===== config.mk =====
export PLATFORM = sky130hd
export DESIGN_NAME = mem_arbiter
export DESIGN_NICKNAME = d
export VERILOG_FILES = /design/src/rtl/mem_arb_pkg.sv /design/src/rtl/mem_arb_pick.sv /design/src/rtl/mem_arbiter.sv
export SDC_FILE = /design/constraint.sdc
export NUM_CORES = 1
export LEC_CHECK = 0
export BUFFER_PORTS_ARGS = -buffer_cell sky130_fd_sc_hd__buf_2
export CAP_MARGIN = 0
export CORE_MARGIN = 8
export CORE_UTILIZATION = 35
export CTS_CLUSTER_DIAMETER = 60
export DETAILED_ROUTE_END_ITERATION = 16
export HOLD_SLACK_MARGIN = 0.1
export PLACE_DENSITY = 0.59
export SLEW_MARGIN = 20
export SYNTH_ARGS = -nofsm -noshare
export SYNTH_HDL_FRONTEND = slang
export SYNTH_HIERARCHICAL = 1
export SYNTH_SLANG_ARGS = --single-unit

===== constraint.sdc =====
create_clock -name CLK -period 3.1 [get_ports CLK]
set_input_delay 0.62 -clock CLK [delete_from_list [all_inputs] [get_ports CLK]]
set_output_delay 0.62 -clock CLK [all_outputs]
set_load 0.1 [all_outputs]

===== src/rtl/mem_arb_pkg.sv =====
// rtl/mem_arb_pkg.sv - shared FSM encoding, port ids and defaults for mem_arbiter
package mem_arb_pkg;

  typedef enum logic [1:0] {
    IDLE = 2'd0,
    BUSY = 2'd1,
    ACK  = 2'd2
  } state_t;

  typedef enum logic {
    PORT_I = 1'b0,
    PORT_D = 1'b1
  } port_t;

  localparam int WAIT_CYCLES_DEFAULT = 2;

endpackage


===== src/rtl/mem_arb_pick.sv =====
// rtl/mem_arb_pick.sv - winner select between fetch and data requesters
// Build option: MEM_ARB_RR_EN alternates on contention; otherwise the data port always wins.
module mem_arb_pick
  import mem_arb_pkg::*;
(
  input  logic  i_req,
  input  logic  d_req,
`ifdef MEM_ARB_RR_EN
  input  port_t last_grant,
`endif
  output logic  any_req,
  output port_t winner
);

  always_comb begin
    any_req = i_req | d_req;
    winner  = PORT_I;
`ifdef MEM_ARB_RR_EN
    if (i_req && d_req) begin
      winner = (last_grant == PORT_D) ? PORT_I : PORT_D;
    end else if (d_req) begin
      winner = PORT_D;
    end
`else
    if (d_req) begin
      winner = PORT_D;
    end
`endif
  end

endmodule


===== src/rtl/mem_arbiter.sv =====
// rtl/mem_arbiter.sv - two-port (fetch/data) arbiter onto one shared memory port
// Build option: MEM_ARB_RR_EN selects round-robin contention instead of data-first priority.
module mem_arbiter
  import mem_arb_pkg::*;
#(
  parameter int WordSize    = 32,
  parameter int WAIT_CYCLES = WAIT_CYCLES_DEFAULT
) (
  input  logic                CLK,
  input  logic                Reset,
  input  logic                I_req,
  input  logic [WordSize-1:0] I_addr,
  output logic [WordSize-1:0] I_rdata,
  output logic                I_ready,
  input  logic                D_req,
  input  logic                D_we,
  input  logic [WordSize-1:0] D_addr,
  input  logic [WordSize-1:0] D_wdata,
  output logic [WordSize-1:0] D_rdata,
  output logic                D_ready,
  output logic [WordSize-1:0] Mem_Addr,
  output logic                Mem_rd,
  output logic                Mem_wr,
  output logic [WordSize-1:0] Mem_DIN,
  input  logic [WordSize-1:0] Mem_DOUT
);

  localparam int CntW = $clog2(WAIT_CYCLES + 1);
  localparam logic [CntW-1:0] LastCnt = CntW'(WAIT_CYCLES - 1);

  state_t              state;
  logic [CntW-1:0]     wait_cnt;
  port_t               grant_id;
  logic                grant_we;
  logic [WordSize-1:0] grant_addr;
  logic [WordSize-1:0] grant_wdata;
  logic                any_req;
  port_t               winner;
`ifdef MEM_ARB_RR_EN
  port_t               last_grant;
`endif

  mem_arb_pick u_pick (
    .i_req      (I_req),
    .d_req      (D_req),
`ifdef MEM_ARB_RR_EN
    .last_grant (last_grant),
`endif
    .any_req    (any_req),
    .winner     (winner)
  );

  always_ff @(posedge CLK) begin
    if (Reset) begin
      state       <= IDLE;
      wait_cnt    <= '0;
      grant_id    <= PORT_I;
      grant_we    <= 1'b0;
      grant_addr  <= '0;
      grant_wdata <= '0;
      I_ready     <= 1'b0;
      D_ready     <= 1'b0;
      I_rdata     <= '0;
      D_rdata     <= '0;
`ifdef MEM_ARB_RR_EN
      last_grant  <= PORT_I;
`endif
    end else begin
      I_ready <= 1'b0;
      D_ready <= 1'b0;
      case (state)
        IDLE: begin
          if (any_req) begin
            state    <= BUSY;
            wait_cnt <= '0;
            grant_id <= winner;
`ifdef MEM_ARB_RR_EN
            last_grant <= winner;
`endif
            if (winner == PORT_D) begin
              grant_we    <= D_we;
              grant_addr  <= D_addr;
              grant_wdata <= D_wdata;
            end else begin
              grant_we    <= 1'b0;
              grant_addr  <= I_addr;
              grant_wdata <= '0;
            end
          end
        end
        BUSY: begin
          // Mem_DOUT is sampled on the last BUSY edge, while Mem_rd is still asserted.
          if (wait_cnt == LastCnt) begin
            state <= ACK;
            if (grant_id == PORT_D) begin
              D_ready <= 1'b1;
              if (!grant_we) begin
                D_rdata <= Mem_DOUT;
              end
            end else begin
              I_ready <= 1'b1;
              I_rdata <= Mem_DOUT;
            end
          end else begin
            wait_cnt <= wait_cnt + 1'b1;
          end
        end
        ACK:     state <= IDLE;
        default: state <= IDLE;
      endcase
    end
  end

  always_comb begin
    Mem_rd   = 1'b0;
    Mem_wr   = 1'b0;
    Mem_Addr = '0;
    Mem_DIN  = '0;
    if (state == BUSY) begin
      Mem_rd   = ~grant_we;
      Mem_wr   = grant_we;
      Mem_Addr = grant_addr;
      Mem_DIN  = grant_wdata;
    end
  end

endmodule


**Word level (Yosys, flattened, before mapping)**

Index checks and enable logic that the tools add are counted.

- Bits in registers: 136
- Output and inout bits: 132
- Word-level logic and storage cells: 45

- $add $sub $neg: 1
- Equality and inequality tests: 5
- Multiplexer cells: 16
- Bitwise gates (word level): 5
- Reduce and logical (&&, ||, !) cells: 8

Operator list:

| cell | count |
|---|---|
| 32-bit two-way mux | 4 |
| 2-bit two-way mux | 4 |
| 2-bit case mux with 2 select lines | 2 |
| 1-bit two-way mux | 6 |
| 2-bit != test (second input constant) | 3 |
| 3-bit AND reduction | 2 |
| 2-bit by 1-bit == test with 1-bit output (second input constant) | 2 |
| 1-bit inverter | 4 |
| 2-bit AND reduction | 2 |
| 4-bit AND reduction | 1 |
| 3-bit OR reduction | 1 |
| 2-bit by 1-bit adder with 2-bit output (second input constant) | 1 |
| 2-bit zero test | 1 |
| 2-bit nonzero test | 1 |
| 1-bit OR | 1 |

**Depth between registers and ports, before layout**

- Depth in word-level cells: 3
- Gate-level depth with buffers: 7
- Depth with buffers taken out: 5

**By module**

The synthesis kept the hierarchy.

By module, submodules not included:

| module | instances | cells an instance | area an instance (µm²) |
|---|---|---|---|
| mem_arbiter | 1 | 673 | 5873.1 |
| mem_arb_pick | 1 | 2 | 13.8 |

**Least setup slack after synthesis**

Ideal clock, no wire load.

- Path type: reg-to-output
- Start: register state[1]
- End: output Mem_rd
- Arrival: 1850 ps
- Setup slack: 630 ps
- Stages on the path, launching flop included: 4
- Cells stage by stage: dfxtp_1 > nand2b_1 > buf_6 > nor2_1

- Word-level cells in the longest chain between the ends: 2

RTL lines:

| item | line | text |
|---|---|---|
| start: declaration | mem_arbiter.sv:31 | `state_t state;` |
| start signal: assignment | mem_arbiter.sv:55 | `state <= IDLE;` |
| start signal: assignment | mem_arbiter.sv:74 | `state <= BUSY;` |
| start signal: assignment | mem_arbiter.sv:94 | `state <= ACK;` |
| 2-bit by 1-bit == test with 1-bit output | mem_arbiter.sv:119 | `if (state == BUSY) begin` |
| 1-bit two-way mux | mem_arbiter.sv:119 |  |
| end: declaration | mem_arbiter.sv:22 | `output logic Mem_rd,` |

Every way passes these cells.

**Worst setup path in the final report**

- Start: register state[0]
- End: output Mem_Addr[4]

- Word-level cells in the longest chain between the ends: 2

RTL lines:

| item | line | text |
|---|---|---|
| 2-bit by 1-bit == test with 1-bit output | mem_arbiter.sv:119 |  |
| 32-bit two-way mux | mem_arbiter.sv:119 |  |
| end: declaration | mem_arbiter.sv:21 | `output logic [WordSize-1:0] Mem_Addr,` |

Every way passes these cells.

==> results.md <==
* Largest net degree at the start of global routing at 99
* Share of layout cells above drive strength 1 at 33.66%
* Clock sink count at 136
* Mux contribution to synthesized area at approximately 11%
* Cell chain of the critical path: and2b_2 > buf_4 > and2_1 > buf_2
* Max cap viols at 0
* Initial Util at approximately 36%
* # diodes at 0
* Maximum fanout along the worst path at 32
* Worst path slowest cell: buf_2
* # H-tree levels at 4
* Via density at about 4.6
* Vias in the first global route at between 5000 and 6000
* Rel. slew slack at about two fifths
* Port-buffer cells at between 200 and 300
* Chip Height at roughly 150 microns
* Worst Setup Path Type: flip-flop to output port
* Worst Path Required at between 2 and 2.5 ns
* Clock network power share at 42.1%
* DPL Wire Length at roughly 13000 microns
* Initial DRC Count at 187
* TritonCTS Buffers at 17
* Filler instances at 1670
* Setup TNS at 0 ns
* Total congestion overflow at 0
* Synth Area in Adders at 0.4251%
* Core footprint at 16520 sq um
* Critical Path AT at around 2.1 ns
* CTS tree: done
* Simple-gate area share of the yosys netlist at a little over a quarter
* FMAX at about 370 MHz
* Slew @ Worst Pin at 0.8841 ns
* Crit end category: output port
* Fin. Hold Viols at 0
* Post-DRT Antenna Nets at 0
* Delay-heaviest family, CP: buffers and inverters
* Peak supply drop at ~0.35 mV
* # Post-CTS Setup Buffers at 0
* RSZ-0062 raised after global routing: no
* Clock Skew at 0.008059 ns
* Tcrit/Tclk final at between 80 and 90%
* Syn Inst Count at around 680
* Hold slack at 0.4440 ns
* Main combinational cell family by area after synthesis: simple AND/OR/NAND/NOR gates
* Synthesized Nets at slightly above 800
* Most frequent cells in the layout: buf_2 (263), dfxtp_1 (136), nand2_1 (100), a21oi_1 (67)
* CTS resizes at 0
* Cell-internal power at around 0.0034 W
* First-pass GRT wire length at 28030 microns
* Net Sw Frac at between 30% and 40%
* Pwr/cell area at 621.2 nW/um^2
* Area delta synth->final at 33.79%
* Die width at 145.7 microns
* Worst stage delay on the critical path at approximately 0.43 ns
* Post-synthesis xor/xnor area fraction at 0%
* Gr usage total at 16.16%
* Clock Pin Slew Worst Setup and Hold Paths at approximately 0.050 ns
* CP bufs+invs at 2
* Initial antenna violation count at 0
* Post-synthesis cell type count at 31
* Vias at 5237
* WL final at 17790 microns
* Synthesis warning total at 6
* Commonest non-fill, non-tap cell in the layout: buf_2
* Max-slew violations at 0
* Reg power frac at 38.6%
* Tightest Hold Check Type: flip-flop to flip-flop
* Synth Area in Compound Gates at between 10% and 20%
* Run status: finished clean
* Startpoint Class: flip-flop
* Hold-fix buffers at CTS at 0
* DR WL/cell at ~16 microns
* Max Root-Sink Buffers at 2
* Mapped Area at approximately 5900 sq um
* Leakage at about 3.6 nW
* Final #Nets at between 1000 and 1500
* CTS root buf: clkbuf_16
* Io pins at 265
* Cell Rows at 47
* 1st-pass router iterations at 5
* Sw Pwr at 0.001500 W
* Tmin final at between 2 and 3 ns
* Avg Synthesized Cell Area at a little under 9 sq um
* # setup viols final at 0
* # DRC at 0
* Combinational Power Share at 19.2%
* Placer congestion estimate at around 0.77
* Die Area at between 20000 and 25000 sq um
* Seq cells post-synth at 136
* Clk_lat worst skew at around 0.4 ns
* Post-synthesis sequential area ratio at about 46%
worst min-delay path, cell delays in order (launching register included):
cell and delay, ns:
dfxtp_1 0.30, nand2_1 0.05, a21oi_1 0.05
per-stage QoR:
stage | instance area, sq um | power, W | setup slack, ns | std cells | util, %
after CTS | 7876 | 0.004962 | 0.3517 | 1138 | 47.66
after detailed placement | 7269 | 0.002874 | 0.8043 | 1106 | 43.99
final | 7876 | 0.004893 | 0.3870 | 1138 | 47.66
after global placement | 7269 | 0.002872 | 0.8292 | 1106 | 43.99
after floorplan | 5887 | 0.002653 | 0.6295 | 675 | -
after global routing | 7876 | 0.005098 | 0.2321 | 1138 | 47.66
per-layer routing:
layer / part of all wire, % / vias to the layer above / track usage (%)
li1: - / 2710 / -
met1: 46 / 2332 / 19.88
met2: 46 / 183 / 25.70
met3: 7.1 / 12 / 6.126
met4: 0.97 / 0 / 4.841
met5: 0 / - / 0
Yosys cell counts (all sizes together):
cell type | number | share of area (%)
dfxtp | 136 | 46
nand2 | 100 | 6.4
a21oi | 67 | 5.7
and2 | 65 | 6.9
nand2b | 65 | 6.9
mux2i | 64 | 11
clkbuf | 34 | 2.2
nand3 | 33 | 2.8
nor2 | 33 | 2.1
a211oi | 32 | 4.1
buf | 27 | 3.0
ha | 2 | 0.43
nor3 | 2 | 0.36
nor3b | 2 | 0.25
and2b | 1 | 0.15
and4bb | 1 | 0.21
inv | 1 | 0.064
nand4bb | 1 | 0.19
nor2b | 1 | 0.11
nor4b | 1 | 0.15
o211ai | 1 | 0.13
o21ai | 1 | 0.085
o31ai | 1 | 0.13
or2 | 1 | 0.11
or3 | 1 | 0.13
or3b | 1 | 0.15
or4 | 1 | 0.15
logic make-up (layout without fill, tap and decap cells):
family / Yosys count / in the layout
simple gates: 309 / 309
fa+ha+maj: 2 / 2
mux: 64 / 64
compound gates: 102 / 102
buf+inv: 62 / 305
flops: 136 / 136
power groups by stage:
stage | sequential [W] | clock [W] | combinational, W
floorplan | 0.00202 | 0 | 0.000634
global placement | 0.00193 | 0 | 0.000938
finish | 0.00189 | 0.00206 | 0.000941
CTS | 0.00189 | 0.00212 | 0.000949
detailed placement | 0.00193 | 0 | 0.000948
global route | 0.00190 | 0.00219 | 0.00101
sequential cells by signal, indices dropped and copies added, names as in the netlist:
register and count:
I_rdata 32, grant_we 1, grant_id 1, grant_addr 32, I_ready 1, wait_cnt 2, state 2, D_rdata 32
grant_wdata 32, D_ready 1
final cells by class:
class	instances	area, sq um	area share, %
Multi-Input combinational cell	477	2859	36.30
Sequential cell	136	2723	34.57
Timing Repair Buffer	272	1409	17.89
Clock buffer	21	460.4	5.846
Tap cell	220	275.3	3.495
Clock inverter	11	146.4	1.859
Inverter	1	3.754	0.04766
path summary, 6_finish.rpt:
path / start / to / slack (ns) / cells past startpoint
hold / removal: grant_wdata[11] / grant_wdata[11] / 0.44 / 2
hold reg to reg: grant_wdata[11] / grant_wdata[11] / 0.44 / 2
setup reg to reg: wait_cnt[0] / I_rdata[13] / 1.36 / 4
setup / recovery: state[0] / Mem_Addr[4] / 0.39 / 4
Note: power is estimated with default switching activity, not from simulation.
